`src/rtl/hazard_controller_if.sv`:
```
// rtl/hazard_controller_if.sv - pipeline hazard signal bundle between datapath and hazard_controller
interface hazard_controller_if #(
  parameter int CNT_W = 16
);
  logic [2:0]       IF_ID_rs;
  logic [2:0]       IF_ID_rt;
  logic             IF_ID_UsesRt;
  logic             ID_EXE_MemRd;
  logic [2:0]       ID_EXE_rd;
  logic             BranchTaken;
  logic             MemReq;
  logic             MemAck;
  logic             PCWrite;
  logic             IF_ID_Write;
  logic             ID_EXE_Write;
  logic             EXE_MEM_Write;
  logic             IF_ID_Flush;
  logic             ID_EXE_Flush;
  logic             ID_EXE_Bubble;
  logic             MEM_WB_Bubble;
  logic             MemTimeout;
  logic [CNT_W-1:0] LoadStallCnt;
  logic [CNT_W-1:0] FlushCnt;
  logic [CNT_W-1:0] WaitCnt;

  modport master (
    output IF_ID_rs, IF_ID_rt, IF_ID_UsesRt, ID_EXE_MemRd, ID_EXE_rd,
           BranchTaken, MemReq, MemAck,
    input  PCWrite, IF_ID_Write, ID_EXE_Write, EXE_MEM_Write,
           IF_ID_Flush, ID_EXE_Flush, ID_EXE_Bubble, MEM_WB_Bubble,
           MemTimeout, LoadStallCnt, FlushCnt, WaitCnt
  );

  modport slave (
    input  IF_ID_rs, IF_ID_rt, IF_ID_UsesRt, ID_EXE_MemRd, ID_EXE_rd,
           BranchTaken, MemReq, MemAck,
    output PCWrite, IF_ID_Write, ID_EXE_Write, EXE_MEM_Write,
           IF_ID_Flush, ID_EXE_Flush, ID_EXE_Bubble, MEM_WB_Bubble,
           MemTimeout, LoadStallCnt, FlushCnt, WaitCnt
  );
endinterface

```
`src/rtl/hazard_controller.sv`:
```
// rtl/hazard_controller.sv - load-use stall, branch flush and memory-wait freeze sequencer with watchdog
// Optional performance counters enabled by defining HAZARD_PERF_CNT_EN.
module hazard_controller #(
  parameter int MAX_WAIT = 15,
  parameter int CNT_W    = 16
) (
  input  logic               clk,
  input  logic               rst_n,
  hazard_controller_if.slave hz
);
  localparam int WCNT_W = (MAX_WAIT < 2) ? 1 : $clog2(MAX_WAIT + 1);

  typedef enum logic [1:0] {
    S_RUN   = 2'd0,
    S_WAIT  = 2'd1,
    S_ERROR = 2'd2
  } state_t;

  state_t            state_q, state_d;
  logic [WCNT_W-1:0] wcnt_q, wcnt_d;
  logic              load_use;
  logic              resolve;
  logic              freeze;
  logic              do_flush;
  logic              do_stall;

  assign load_use = hz.ID_EXE_MemRd && (hz.ID_EXE_rd != 3'd0) &&
                    ((hz.ID_EXE_rd == hz.IF_ID_rs) ||
                     (hz.IF_ID_UsesRt && (hz.ID_EXE_rd == hz.IF_ID_rt)));

  always_comb begin
    state_d          = state_q;
    wcnt_d           = wcnt_q;
    resolve          = 1'b0;
    freeze           = 1'b0;
    hz.PCWrite       = 1'b1;
    hz.IF_ID_Write   = 1'b1;
    hz.ID_EXE_Write  = 1'b1;
    hz.EXE_MEM_Write = 1'b1;
    hz.IF_ID_Flush   = 1'b0;
    hz.ID_EXE_Flush  = 1'b0;
    hz.ID_EXE_Bubble = 1'b0;
    hz.MEM_WB_Bubble = 1'b0;
    hz.MemTimeout    = 1'b0;

    case (state_q)
      S_RUN: begin
        if (hz.MemReq && !hz.MemAck) begin
          freeze  = 1'b1;
          state_d = S_WAIT;
          wcnt_d  = WCNT_W'(1);
        end else begin
          resolve = 1'b1;
        end
      end
      S_WAIT: begin
        if (!hz.MemAck) begin
          freeze = 1'b1;
          if (wcnt_q == WCNT_W'(MAX_WAIT)) begin
            state_d = S_ERROR;
          end else begin
            wcnt_d = wcnt_q + 1'b1;
          end
        end else begin
          // Upstream inputs were held by the freeze, so the stalled decision resolves now.
          resolve = 1'b1;
          state_d = S_RUN;
        end
      end
      S_ERROR: begin
        hz.PCWrite       = 1'b0;
        hz.IF_ID_Write   = 1'b0;
        hz.ID_EXE_Write  = 1'b0;
        hz.EXE_MEM_Write = 1'b0;
        hz.ID_EXE_Bubble = 1'b1;
        hz.MEM_WB_Bubble = 1'b1;
        hz.MemTimeout    = 1'b1;
      end
      default: begin
        state_d = S_RUN;
      end
    endcase

    do_flush = resolve && hz.BranchTaken;
    do_stall = resolve && !hz.BranchTaken && load_use;

    if (freeze) begin
      hz.PCWrite       = 1'b0;
      hz.IF_ID_Write   = 1'b0;
      hz.ID_EXE_Write  = 1'b0;
      hz.EXE_MEM_Write = 1'b0;
      hz.MEM_WB_Bubble = 1'b1;
    end
    if (do_flush) begin
      hz.IF_ID_Flush  = 1'b1;
      hz.ID_EXE_Flush = 1'b1;
    end
    if (do_stall) begin
      hz.PCWrite       = 1'b0;
      hz.IF_ID_Write   = 1'b0;
      hz.ID_EXE_Bubble = 1'b1;
    end

    if (!rst_n) begin
      hz.PCWrite       = 1'b0;
      hz.IF_ID_Write   = 1'b0;
      hz.ID_EXE_Write  = 1'b0;
      hz.EXE_MEM_Write = 1'b0;
      hz.IF_ID_Flush   = 1'b1;
      hz.ID_EXE_Flush  = 1'b1;
      hz.ID_EXE_Bubble = 1'b1;
      hz.MEM_WB_Bubble = 1'b1;
      hz.MemTimeout    = 1'b0;
    end
  end

  always_ff @(posedge clk) begin
    if (!rst_n) begin
      state_q <= S_RUN;
      wcnt_q  <= '0;
    end else begin
      state_q <= state_d;
      wcnt_q  <= wcnt_d;
    end
  end

`ifdef HAZARD_PERF_CNT_EN
  logic [CNT_W-1:0] ls_cnt_q, ls_cnt_d;
  logic [CNT_W-1:0] fl_cnt_q, fl_cnt_d;
  logic [CNT_W-1:0] wt_cnt_q, wt_cnt_d;

  // Saturating counters: stop at all-ones rather than wrapping.
  always_comb begin
    ls_cnt_d = ls_cnt_q;
    fl_cnt_d = fl_cnt_q;
    wt_cnt_d = wt_cnt_q;
    if (do_stall && !(&ls_cnt_q)) ls_cnt_d = ls_cnt_q + 1'b1;
    if (do_flush && !(&fl_cnt_q)) fl_cnt_d = fl_cnt_q + 1'b1;
    if (freeze   && !(&wt_cnt_q)) wt_cnt_d = wt_cnt_q + 1'b1;
  end

  always_ff @(posedge clk) begin
    if (!rst_n) begin
      ls_cnt_q <= '0;
      fl_cnt_q <= '0;
      wt_cnt_q <= '0;
    end else begin
      ls_cnt_q <= ls_cnt_d;
      fl_cnt_q <= fl_cnt_d;
      wt_cnt_q <= wt_cnt_d;
    end
  end

  assign hz.LoadStallCnt = ls_cnt_q;
  assign hz.FlushCnt     = fl_cnt_q;
  assign hz.WaitCnt      = wt_cnt_q;
`else
  assign hz.LoadStallCnt = '0;
  assign hz.FlushCnt     = '0;
  assign hz.WaitCnt      = '0;
`endif
endmodule

```
`src/flat_wrapper.sv`:
```
// flat-port wrapper written by rule: the top's interface ports become plain ports
module hazard_controller_flat 
#(
  parameter int MAX_WAIT = 15,
  parameter int CNT_W    = 16
)
  (clk, rst_n, hz_IF_ID_rs, hz_IF_ID_rt, hz_IF_ID_UsesRt, hz_ID_EXE_MemRd, hz_ID_EXE_rd, hz_BranchTaken, hz_MemReq, hz_MemAck, hz_PCWrite, hz_IF_ID_Write, hz_ID_EXE_Write, hz_EXE_MEM_Write, hz_IF_ID_Flush, hz_ID_EXE_Flush, hz_ID_EXE_Bubble, hz_MEM_WB_Bubble, hz_MemTimeout, hz_LoadStallCnt, hz_FlushCnt, hz_WaitCnt);
  hazard_controller_if #(.CNT_W(CNT_W)) hz_i ();
  input  logic clk;
  input  logic rst_n;
  input wire logic [$bits(hz_i.IF_ID_rs)-1:0] hz_IF_ID_rs;
  input wire logic [$bits(hz_i.IF_ID_rt)-1:0] hz_IF_ID_rt;
  input wire logic [$bits(hz_i.IF_ID_UsesRt)-1:0] hz_IF_ID_UsesRt;
  input wire logic [$bits(hz_i.ID_EXE_MemRd)-1:0] hz_ID_EXE_MemRd;
  input wire logic [$bits(hz_i.ID_EXE_rd)-1:0] hz_ID_EXE_rd;
  input wire logic [$bits(hz_i.BranchTaken)-1:0] hz_BranchTaken;
  input wire logic [$bits(hz_i.MemReq)-1:0] hz_MemReq;
  input wire logic [$bits(hz_i.MemAck)-1:0] hz_MemAck;
  output wire logic [$bits(hz_i.PCWrite)-1:0] hz_PCWrite;
  output wire logic [$bits(hz_i.IF_ID_Write)-1:0] hz_IF_ID_Write;
  output wire logic [$bits(hz_i.ID_EXE_Write)-1:0] hz_ID_EXE_Write;
  output wire logic [$bits(hz_i.EXE_MEM_Write)-1:0] hz_EXE_MEM_Write;
  output wire logic [$bits(hz_i.IF_ID_Flush)-1:0] hz_IF_ID_Flush;
  output wire logic [$bits(hz_i.ID_EXE_Flush)-1:0] hz_ID_EXE_Flush;
  output wire logic [$bits(hz_i.ID_EXE_Bubble)-1:0] hz_ID_EXE_Bubble;
  output wire logic [$bits(hz_i.MEM_WB_Bubble)-1:0] hz_MEM_WB_Bubble;
  output wire logic [$bits(hz_i.MemTimeout)-1:0] hz_MemTimeout;
  output wire logic [$bits(hz_i.LoadStallCnt)-1:0] hz_LoadStallCnt;
  output wire logic [$bits(hz_i.FlushCnt)-1:0] hz_FlushCnt;
  output wire logic [$bits(hz_i.WaitCnt)-1:0] hz_WaitCnt;
  assign hz_i.IF_ID_rs = hz_IF_ID_rs;
  assign hz_i.IF_ID_rt = hz_IF_ID_rt;
  assign hz_i.IF_ID_UsesRt = hz_IF_ID_UsesRt;
  assign hz_i.ID_EXE_MemRd = hz_ID_EXE_MemRd;
  assign hz_i.ID_EXE_rd = hz_ID_EXE_rd;
  assign hz_i.BranchTaken = hz_BranchTaken;
  assign hz_i.MemReq = hz_MemReq;
  assign hz_i.MemAck = hz_MemAck;
  assign hz_PCWrite = hz_i.PCWrite;
  assign hz_IF_ID_Write = hz_i.IF_ID_Write;
  assign hz_ID_EXE_Write = hz_i.ID_EXE_Write;
  assign hz_EXE_MEM_Write = hz_i.EXE_MEM_Write;
  assign hz_IF_ID_Flush = hz_i.IF_ID_Flush;
  assign hz_ID_EXE_Flush = hz_i.ID_EXE_Flush;
  assign hz_ID_EXE_Bubble = hz_i.ID_EXE_Bubble;
  assign hz_MEM_WB_Bubble = hz_i.MEM_WB_Bubble;
  assign hz_MemTimeout = hz_i.MemTimeout;
  assign hz_LoadStallCnt = hz_i.LoadStallCnt;
  assign hz_FlushCnt = hz_i.FlushCnt;
  assign hz_WaitCnt = hz_i.WaitCnt;
  hazard_controller #(.MAX_WAIT(MAX_WAIT), .CNT_W(CNT_W)) u_core (.clk(clk), .rst_n(rst_n), .hz(hz_i));
endmodule
```
`config.mk`:
```
export PLATFORM = sky130hd
export DESIGN_NAME = hazard_controller_flat
export DESIGN_NICKNAME = d
export VERILOG_FILES = /design/src/rtl/hazard_controller_if.sv /design/src/rtl/hazard_controller.sv /design/src/flat_wrapper.sv
export SDC_FILE = /design/constraint.sdc
export NUM_CORES = 1
export LEC_CHECK = 0
export BUFFER_PORTS_ARGS = -buffer_cell sky130_fd_sc_hd__buf_4
export CAP_MARGIN = 20
export CORE_MARGIN = 4
export CORE_UTILIZATION = 41
export CTS_BUF_LIST = sky130_fd_sc_hd__clkbuf_4 sky130_fd_sc_hd__clkbuf_8
export CTS_CLUSTER_DIAMETER = 120
export CTS_CLUSTER_SIZE = 10
export DETAILED_ROUTE_END_ITERATION = 6
export PLACE_DENSITY = 0.87
export SETUP_SLACK_MARGIN = 0.3
export SYNTH_ARGS = -nofsm -noshare
export SYNTH_HDL_FRONTEND = slang
export SYNTH_SLANG_ARGS = --single-unit
```
`constraint.sdc`:
```
create_clock -name clk -period 2.8 [get_ports clk]
set_input_delay 0.28 -clock clk [delete_from_list [all_inputs] [get_ports clk]]
set_output_delay 0.28 -clock clk [all_outputs]
set_load 0.02 [all_outputs]
```
# Yosys cells after proc, flatten, opt, wreduce, memory -nomap -nowiden
# Index checks and enable logic that the tools add are counted.
dict set report classes {
  n_addsub 1
  n_reduce_logical 15
  bitwise_logic 1
  n_eq_ne 9
  muxes 27
}
# operator n
set ops {}
lappend ops {{1-bit 2-to-1 mux} 17}
lappend ops {{4-bit 2-to-1 mux} 3}
lappend ops {{4-bit one-hot mux with 2 select lines} 1}
lappend ops {{1-bit logical AND} 7}
lappend ops {{3-bit == test} 2}
lappend ops {{2-bit 2-to-1 mux} 3}
lappend ops {{2-bit one-hot mux with 3 select lines} 1}
lappend ops {{4-bit by 1-bit adder with 4-bit output (second input constant)} 1}
lappend ops {{4-bit == test (second input constant)} 1}
lappend ops {{2-bit != test (second input constant)} 2}
lappend ops {{1-bit one-hot mux with 2 select lines} 2}
lappend ops {{4-bit AND reduction} 1}
lappend ops {{3-bit by 2-bit != test with 1-bit output (second input constant)} 1}
lappend ops {{3-bit AND reduction} 1}
lappend ops {{3-bit nonzero test} 1}
lappend ops {{2-bit by 1-bit == test with 1-bit output (second input constant)} 1}
lappend ops {{2-bit == test (second input constant)} 1}
lappend ops {{1-bit logical NOT} 2}
lappend ops {{2-bit logical NOT} 1}
lappend ops {{2-bit by 1-bit != test with 1-bit output (second input constant)} 1}
lappend ops {{2-bit nonzero test} 1}
lappend ops {{1-bit logical OR} 1}
lappend ops {{1-bit NOT} 1}
dict set report totals {
  inputBits 16
  out_inout_bits 57
  register_bits 6
  wordCells 55
}

# Longest topological paths before layout
# Gate-level depths: netlist (run 1).
dict set report depth {
  ltp_word 8
  ltp_mapped 5
  mapped_depth_nobuf 5
}

# Worst setup path before layout (run 1)
# No wires, ideal clock.
dict set report synth_timing {
  path_type {register -> output}
  startpoint {register u_core.state_q[0]}
  endpoint {output hz_IF_ID_Flush}
  t_arrival_ps 1581
  required_time_ps 2520
  slack_ps 939
  path_stages_with_launch 5
  cell_sequence {dfxtp_1 or2_4 a21o_1 o21ai_0 buf_4}
}
dict set report synth_via {
  elab_chain_cells 5
  elab_cells_between_ends 6
  classes_between {eq/ne: 1; mux: 3; reduce/logical: 2}
}
# element line
set synth_rtl {}
lappend synth_rtl {{start: declaration} hazard_controller.sv:19} ;# state_t state_q, state_d;
lappend synth_rtl {{start signal: assignment} hazard_controller.sv:122} ;# state_q <= state_d;
lappend synth_rtl {{2-bit by 1-bit == test with 1-bit output or 2-bit logical NOT (tied branches)} hazard_controller.sv:46} ;# case (state_q)
lappend synth_rtl {{1-bit one-hot mux with 2 select lines *} hazard_controller.sv:46}
lappend synth_rtl {{1-bit logical AND *} hazard_controller.sv:84} ;# do_flush = resolve && hz.BranchTaken;
lappend synth_rtl {{1-bit 2-to-1 mux * (2 in series)} --}
lappend synth_rtl {{end: declaration} flat_wrapper.sv:23} ;# output wire logic [$bits(hz_i.IF_ID_Flush)-1:0] hz_IF_ID_Flush;
# Mark *: on every way between the ends. The rest lies on a longest branch, timed or not.

# Worst setup path in the final report (run 1)
dict set report layout_timing {
  startpoint {register u_core.state_q[0]}
  endpoint {output hz_PCWrite}
}
dict set report layout_via {
  elab_chain_cells 6
  elab_cells_between_ends 11
  classes_between {eq/ne: 2; mux: 6; reduce/logical: 3}
}
# element line
set layout_rtl {}
lappend layout_rtl {{2-bit by 1-bit == test with 1-bit output or 2-bit logical NOT (tied branches)} hazard_controller.sv:46}
lappend layout_rtl {{1-bit one-hot mux with 2 select lines} hazard_controller.sv:46}
lappend layout_rtl {{1-bit logical AND (2 in series)} hazard_controller.sv:85} ;# do_stall = resolve && !hz.BranchTaken && load_use;
lappend layout_rtl {{1-bit 2-to-1 mux *} hazard_controller.sv:98} ;# if (do_stall) begin
lappend layout_rtl {{1-bit 2-to-1 mux *} hazard_controller.sv:104} ;# if (!rst_n) begin
lappend layout_rtl {{end: declaration} flat_wrapper.sv:19} ;# output wire logic [$bits(hz_i.PCWrite)-1:0] hz_PCWrite;
# Marks and branches as above.

==> reports/results.ini, run 1 <==
[outcome]
status=completed

[clock_network]
cts-root-buf=clkbuf_4
cts-htree-levels=1
clk_pin_slew_worst_paths_ns=0.04
numClockSinks=6
postCtsResizedCells=0
cts_hold_buf=0
clock_latency_ns=0.25
cts_buffers=3
cts_setup_buffers=0
cts_tree=yes
clock_path_buffers=2

[final_layout]
fillCellCount=180
antennaDiodeCount=0
final_area_sq_um=835
nNetsFinal=146
area_growth_pct=3.41
instances_no_fill=152
multi_input_area_sq_um=462
layout_common_cells=conb_1, buf_4, xnor2_1, dfxtp_1
seq_area_sq_um=120
layout-drive-gt1-share=0.260
final_common_cell=conb_1

[detailed_routing]
totalWireLength_microns=1600
ant_nets=0
drt-pass1-iter-count=4
drt-initial-drc-count=9
vias=590
drt-vias-per-instance=3.88
drc=0
routedWlPerCell_microns=10.5

[power]
pwr_density_cell_nw_per_um2=364
p_switching_uw=129
ir_worst_vdd_mv=0.181
pwr-share-clk=0.266
pwr-share-seq=0.297
swShare=0.424
p_int_uw=175
p_comb_frac=0.437
cellLeakagePower_uw=0.000458

[logic_synthesis]
ys_seq_elements=6
synth_top_area_share=0.474
netlist_instances=104
ys_types=27
ys_seq_area_frac=0.149
synth-warning-count=0
synthTopCellsByArea=buf_4, dfxtp_1, xnor2_1
syn_area_per_cell_sq_um=7.76
yosysTopAreaCell=buf_4
syn_area_sq_um=807

[critical_path]
cp-end-kind=primary output
slowest_stage=a2111o_1
start_kind=register
path_class=reg -> out
required_ns=2.52
crit_arrival_ns=1.80
path_max_fanout=7
cp_slowest_stage_delay_ns=0.41
crit_chain=or2_4, a21o_1, a2111o_1, nor2b_4, buf_4

[timing]
report.final.slew_viol_count=0
layout_min_cycle_time_ns=2.08
fin_setup_tns_ns=0
fmax_mhz=480
period_share=0.745
hold-worst-slack_ns=0.283
final.setup_skew_ns=0.00584
rsz0062_at_grt=false
hold_viol_final=0
setup_viol=0

[floorplan]
die_y_microns=52.4
die_w_microns=52.4
dieArea_sq_um=2740
rows=15
design.portCount=73
coreArea_sq_um=1800
start_util=0.448

[hold_path]
hold_path_class=in -> reg

[global_route]
met2_usage=0.213
grt_first_pass_wirelength_microns=2160
met1_usage=0.0966
met3_usage=0.0627
antenna_found_initial=0
grt_max_degree=8
grt_pass1_vias=521
busiest_layer=met2
gr-total-overflow=0
gr-usage-all-layers=0.108

[place]
gp_congestion=0.863
portBuffers=24
dp.cells=149
dpl.hpwl_microns=1370
place_area_sq_um=812

[flow_run]
cap_violations=0

[layer usage]
layer  share of wire  vias up  routed length (microns)
met5               0        -                        0
met2            0.53       43                      850
met3            0.11        0                      182
li1                -      289                        -
met1            0.35      258                      565
met4               0        0                        0
[Yosys cell counts, drive strengths merged]
master and number:
o21ai 2, nor2b 1, a31o 1, a21oi 2, dfxtp 6, xor2 1, a311oi 1, nor3 1
inv 5, a21o 2, xnor2 6, nand4 5, nor2 4, a2111o 1, nand2b 1, and2 1
or2 1, nand2 3, conb 1, or4b 1, buf 51, nand3 3, and3 2, ha 1
a31oi 1
[state kept, by name (all words and copies together) (netlist names)]
| signal | count |
|---|---|
| u_core.wcnt_q | 4 |
| u_core.state_q | 2 |
[metrics by stage]
stage / utilization / total power (uW) / worst slack, ns
after floorplan: - / 240 / 0.939
after global placement: 0.451 / 219 / 1.01
after detailed placement: 0.451 / 222 / 0.975
after CTS: 0.463 / 303 / 0.715
after global routing: 0.463 / 323 / 0.649
final: 0.463 / 304 / 0.715
[final cells by class]
class	count	share of cell area
tap	25	0.0375
multi-input combinational	89	0.553
inverter	5	0.0225
clock buffer	3	0.0270
timing repair buffer	24	0.216
sequential	6	0.144
[cells by family (layout without fill, tap and decap cells)]
| family | Yosys count | after routing | share of synthesized area |
|---|---|---|---|
| AOI/OAI and AO/OA | 10 | 10 | 0.0884 |
| and+or+nand+nor | 23 | 23 | 0.169 |
| buffers and inverters | 56 | 32 | 0.498 |
| xor gates and xnor gates | 7 | 7 | 0.0760 |
| adders and majority gates | 1 | 1 | 0.0155 |
| DFF | 6 | 6 | 0.149 |
| other | 1 | 48 | 0.00465 |
[critical path, delay by kind of cell (launching register included)]
family                 cells  cell delay (ns)
flip-flops                 1             0.36
AND/OR/NAND/NOR            2             0.43
buffers and inverters      1             0.15
AO/OA/AOI/OAI              2             0.62
[path summary, 6_finish.rpt]
kind / from / cells after the start / slack (ns) / end
min reg2reg: u_core.wcnt_q[1] / 2 / 0.50 / u_core.wcnt_q[1]
max reg2reg: u_core.wcnt_q[0] / 4 / 1.23 / u_core.state_q[1]
max: u_core.state_q[0] / 5 / 0.72 / hz_PCWrite
min: rst_n / 2 / 0.28 / u_core.state_q[0]
[power groups by stage]
stage	clock network, uW	registers [uW]	logic (uW)
after floorplan	0	91.0	149
after global placement	0	91.4	127
after detailed placement	0	91.7	130
after CTS	81.8	90.2	131
after global routing	90.8	90.2	142
final	80.8	90.4	133
Power figures use the tool's default switching activity.
==> run 2, diff against run 1 <==
--- a/config.mk
+++ b/config.mk
@@ -8,12 +8,12 @@
 export BUFFER_PORTS_ARGS = -buffer_cell sky130_fd_sc_hd__buf_4
 export CAP_MARGIN = 20
 export CORE_MARGIN = 4
-export CORE_UTILIZATION = 41
+export CORE_UTILIZATION = 35
 export CTS_BUF_LIST = sky130_fd_sc_hd__clkbuf_4 sky130_fd_sc_hd__clkbuf_8
 export CTS_CLUSTER_DIAMETER = 120
 export CTS_CLUSTER_SIZE = 10
 export DETAILED_ROUTE_END_ITERATION = 6
-export PLACE_DENSITY = 0.87
+export PLACE_DENSITY = 0.79
 export SETUP_SLACK_MARGIN = 0.3
 export SYNTH_ARGS = -nofsm -noshare
 export SYNTH_HDL_FRONTEND = slang
==> constraint.sdc (replaced) <==
create_clock -name clk -period 1.8 [get_ports clk]
set_input_delay 0.18 -clock clk [delete_from_list [all_inputs] [get_ports clk]]
set_output_delay 0.18 -clock clk [all_outputs]
set_load 0.02 [all_outputs]
==> reports/results.ini, run 2 (same netlist as run 1, synthesis figures left out) <==
[detailed_routing]
routedWlPerCell_microns=9.29  ; -12%
drc=0  ; unchanged
drt-initial-drc-count=14  ; +5
ant_nets=0  ; unchanged
drt-vias-per-instance=3.92  ; +0.96%
drt-pass1-iter-count=4  ; unchanged
totalWireLength_microns=1490  ; -6.9%
vias=627  ; +6.3%

[clock_network]
clock_path_buffers=2  ; unchanged
cts-root-buf=clkbuf_4
cts_tree=yes
cts-htree-levels=1  ; unchanged
numClockSinks=6  ; unchanged
cts_hold_buf=0  ; unchanged
cts_buffers=3  ; unchanged
clk_pin_slew_worst_paths_ns=0.04  ; about the same
clock_latency_ns=0.25  ; about the same

[hold_path]
hold_path_class=in -> reg
min_delay_path_depth=2  ; unchanged
hold_start=rst_n

[timing]
final.setup_skew_ns=0.0101  ; +0.00421 ns
setup_viol=0  ; unchanged
period_share=0.980
fin_ws_ns=0.0368  ; -0.679 ns
fmax_mhz=567
hold_viol_final=0  ; unchanged
report.final.slew_viol_count=0  ; unchanged
layout_min_cycle_time_ns=1.76
rsz0062_at_grt=true
hold-worst-slack_ns=0.211  ; -0.0724 ns

[place]
portBuffers=24  ; unchanged
dp.cells=152  ; +2.0%
gp_congestion=0.844  ; -2.2%
dpl.hpwl_microns=1220  ; -11%
dp_slack_ns=0.218  ; -0.758 ns

[final_layout]
largest_register_ffs=4  ; unchanged
final_common_cell=conb_1
area_growth_pct=16.9
regMostFlops=u_core.wcnt_q
nNetsFinal=151  ; +3.4%
top_regs=u_core.wcnt_q (4), u_core.state_q (2)
layout_common_cells=conb_1, buf_4, buf_6, xnor2_1, nand4_1
layout-drive-gt1-share=0.348  ; +0.0886
antennaDiodeCount=0  ; unchanged
instances_no_fill=160  ; +5.3%

[global_route]
grt_first_pass_wirelength_microns=2130  ; -1.3%
met3_usage=0.0418  ; -0.0209
met2_usage=0.152  ; -0.0609
grt_pass1_vias=530  ; +1.7%
grt_max_degree=7  ; -1
busiest_layer=met2
met1_usage=0.0903  ; -0.00632
antenna_found_initial=0  ; unchanged
gr-usage-all-layers=0.0857  ; -0.0224
gr-total-overflow=0  ; unchanged

[floorplan]
design.portCount=73  ; unchanged
start_util=0.365  ; -0.0831
die_y_microns=56.0  ; +7.0%
die_w_microns=56.0  ; +7.0%
coreArea_sq_um=2210  ; +23%
dieArea_sq_um=3140  ; +14%
rows=17  ; +2

[power]
p_int_uw=289  ; +65%
pwr-share-seq=0.283  ; -0.014
pwr-share-clk=0.250  ; -0.016
total_power_uw=491  ; +62%
p_comb_frac=0.467  ; +0.030
swShare=0.411  ; -0.0133
ir_worst_vdd_mv=0.436  ; +140%
p_switching_uw=202  ; +56%
pwr_density_cell_nw_per_um2=521  ; +43%
cellLeakagePower_uw=0.000493  ; +7.6%

[critical_path]
cp-startpoint=u_core.state_q[0]
start_kind=register
r2r_start=u_core.wcnt_q[1]
path_class=reg -> out
required_ns=1.62  ; -0.90 ns
cp-end-kind=primary output
crit_arrival_ns=1.58  ; -0.22 ns
worst_r2r_path_depth=4  ; unchanged
path_max_fanout=3  ; -4

[outcome]
status=completed

[flow_run]
cap_violations=0  ; unchanged

## run 2: final timing paths
kind / to / slack (ns)
setup / recovery: hz_PCWrite / 0.04
hold / removal: u_core.state_q[0] / 0.21
setup reg to reg: u_core.state_q[1] / 0.34
hold reg to reg: u_core.wcnt_q[1] / 0.48
## run 2: worst max-delay path, stage by stage (launching register included)
cell	delay (ns)
dfxtp_4	0.34
or2_4	0.22
a21o_1	0.17
buf_4	0.14
a21o_4	0.22
nor2b_4	0.13
buf_6	0.12
## run 2: timing repair
item,in CTS,in global routing
gates cloned,0,0
pin swaps,1,0
gates resized for setup,15,4
endpoints found under the setup margin,9,9
setup buffers,4,1
## run 2: layout make-up
cell class / instances / area, sq um
fill: 227 / 1270
multi-input combinational: 89 / 490
timing repair buffer: 29 / 248
sequential: 6 / 126
tap: 28 / 35.0
clock buffer: 3 / 22.5
inverter: 5 / 21.3
## run 2: metal layers
metal,vias up,part of all wire
met1,288,0.33
met2,40,0.56
li1,299,-
met4,0,0
met5,-,0
met3,0,0.12
## run 2: per-stage QoR
step	cell area, sq um	utilization	TNS, ns
6_report	943	0.426	0
5_1_grt	943	0.426	-0.0502
3_3_place_gp	817	0.369	0
2_1_floorplan	988	-	0
4_1_cts	925	0.418	0
3_5_place_dp	817	0.369	0
## run 2: power groups by stage
stage          sequential (uW)  clock [uW]  combinational [uW]
6_report                   139         123                 229
5_1_grt                    139         142                 245
4_1_cts                    138         129                 225
3_5_place_dp               143           0                 201
3_3_place_gp               142           0                 200
2_1_floorplan              142           0                 233
==> run 3, diff against run 2 <==
--- a/config.mk
+++ b/config.mk
@@ -13,6 +13,7 @@
 export CTS_CLUSTER_DIAMETER = 120
 export CTS_CLUSTER_SIZE = 10
 export DETAILED_ROUTE_END_ITERATION = 6
+export MAX_ROUTING_LAYER = met4
 export PLACE_DENSITY = 0.79
 export SETUP_SLACK_MARGIN = 0.3
 export SYNTH_ARGS = -nofsm -noshare
==> reports/results.ini, run 3 (same netlist as run 1, synthesis figures left out) <==
[flow_run]
cap_violations=0  ; unchanged

[final_layout]
final_area_sq_um=943  ; unchanged
largest_register_ffs=4  ; unchanged
fillCellCount=227  ; unchanged
seq_area_sq_um=126  ; unchanged
instances_no_fill=160  ; unchanged
nNetsFinal=151  ; unchanged
top_regs=u_core.wcnt_q (4), u_core.state_q (2)
layout_common_cells=conb_1, buf_4, buf_6, xnor2_1, nand4_1
area_growth_pct=16.9  ; unchanged
multi_input_area_sq_um=490  ; unchanged
regMostFlops=u_core.wcnt_q
layout-drive-gt1-share=0.348  ; unchanged
final_common_cell=conb_1
antennaDiodeCount=0  ; unchanged

[critical_path]
slowest_stage=dfxtp_4
required_ns=1.62  ; about the same
path_max_fanout=3  ; unchanged
crit_arrival_ns=1.58  ; about the same
crit_buf_inv=2  ; unchanged
crit_family=compound AO/OA/AOI/OAI gates
path_class=reg -> out
cp_slowest_stage_delay_ns=0.34  ; about the same
crit_chain=or2_4, a21o_1, buf_4, a21o_4, nor2b_4, buf_6
r2r_start=u_core.wcnt_q[1]
start_kind=register
cp-end-kind=primary output
cp-startpoint=u_core.state_q[0]

[clock_network]
cts_buffers=3  ; unchanged
clk_pin_slew_worst_paths_ns=0.04  ; about the same
clock_latency_ns=0.25  ; about the same
cts_tree=yes
numClockSinks=6  ; unchanged
cts-root-buf=clkbuf_4
cts_hold_buf=0  ; unchanged
clock_path_buffers=2  ; unchanged
cts-htree-levels=1  ; unchanged

[place]
dpl.hpwl_microns=1220  ; unchanged
dp.cells=152  ; unchanged
gp_congestion=0.857  ; +1.6%
portBuffers=24  ; unchanged
place_area_sq_um=817  ; unchanged

[floorplan]
design.portCount=73  ; unchanged
rows=17  ; unchanged
start_util=0.365  ; unchanged
coreArea_sq_um=2210  ; unchanged
die_w_microns=56.0  ; unchanged
die_y_microns=56.0  ; unchanged
dieArea_sq_um=3140  ; unchanged

[timing]
final.setup_skew_ns=0.0100  ; -0.000000900 ns
setup_viol=0  ; unchanged
hold-worst-slack_ns=0.212  ; +0.000730 ns
fmax_mhz=567  ; about the same
rsz0062_at_grt=true
layout_min_cycle_time_ns=1.76  ; -0.000730 ns
period_share=0.979  ; about the same
report.final.slew_viol_count=0  ; unchanged
hold_viol_final=0  ; unchanged
fin_setup_tns_ns=0  ; unchanged

[global_route]
grt_first_pass_wirelength_microns=2130  ; unchanged
gr-usage-all-layers=0.0880  ; +0.00233
grt_max_degree=7  ; unchanged
gr-total-overflow=0  ; unchanged
antenna_found_initial=0  ; unchanged
grt_pass1_vias=526  ; -0.75%

[detailed_routing]
routedWlPerCell_microns=9.29  ; unchanged
drt-vias-per-instance=3.92  ; unchanged
drt-initial-drc-count=12  ; -2
drt-pass1-iter-count=4  ; unchanged
totalWireLength_microns=1490  ; unchanged
drc=0  ; unchanged
ant_nets=0  ; unchanged
vias=627  ; unchanged

[hold_path]
hold_start=rst_n
hold_path_class=in -> reg

[outcome]
status=completed

[power]
ir_worst_vdd_mv=0.436  ; about the same
cellLeakagePower_uw=0.000493  ; unchanged
pwr_density_cell_nw_per_um2=520  ; about the same

run 3: cell counts in the layout (fill, tap and decap cells not counted):
Identical to the previous run, type by type.
run 3: area by class of cell:
class                      instances  area share
tap                               28      0.0371
multi-input combinational         89       0.520
timing repair buffer              29       0.263
sequential                         6       0.134
inverter                           5      0.0225
clock buffer                       3      0.0239
run 3: routing by layer:
layer / global-route usage / part of all wire
met1: 0.0903 / 0.33
met2: 0.152 / 0.56
met3: 0.0418 / 0.12
met4: 0.0203 / 0
met5: - / 0
run 3: report_power, final:
part | internal (uW) | leakage [uW] | switching, uW | total [uW]
sequential | 136 | 0.0000502 | 2.60 | 139
combinational | 77.8 | 0.000429 | 152 | 229
clock | 75.3 | 0.0000138 | 47.3 | 123
run 3: through the flow:
step	util	worst slack (ns)	total power [uW]
2_1_floorplan	-	0.253	375
3_3_place_gp	0.369	0.242	342
3_5_place_dp	0.369	0.218	343
4_1_cts	0.418	0.0164	491
5_1_grt	0.426	-0.0249	526
6_report	0.426	0.0375	491
run 3: worst paths after layout:
check                                         end  slack [ns]  cells after the start
worst max-delay path                   hz_PCWrite        0.04                      6
worst min-delay path            u_core.state_q[0]        0.21                      2
worst max register to register  u_core.state_q[1]        0.34                      4
worst min register to register   u_core.wcnt_q[1]        0.48                      2
run 3: timing repair:
item | CTS | global route
gates resized for setup | 15 | 4
endpoints found under the setup margin | 9 | 9
pin swaps | 1 | 0
setup buffers | 4 | 1
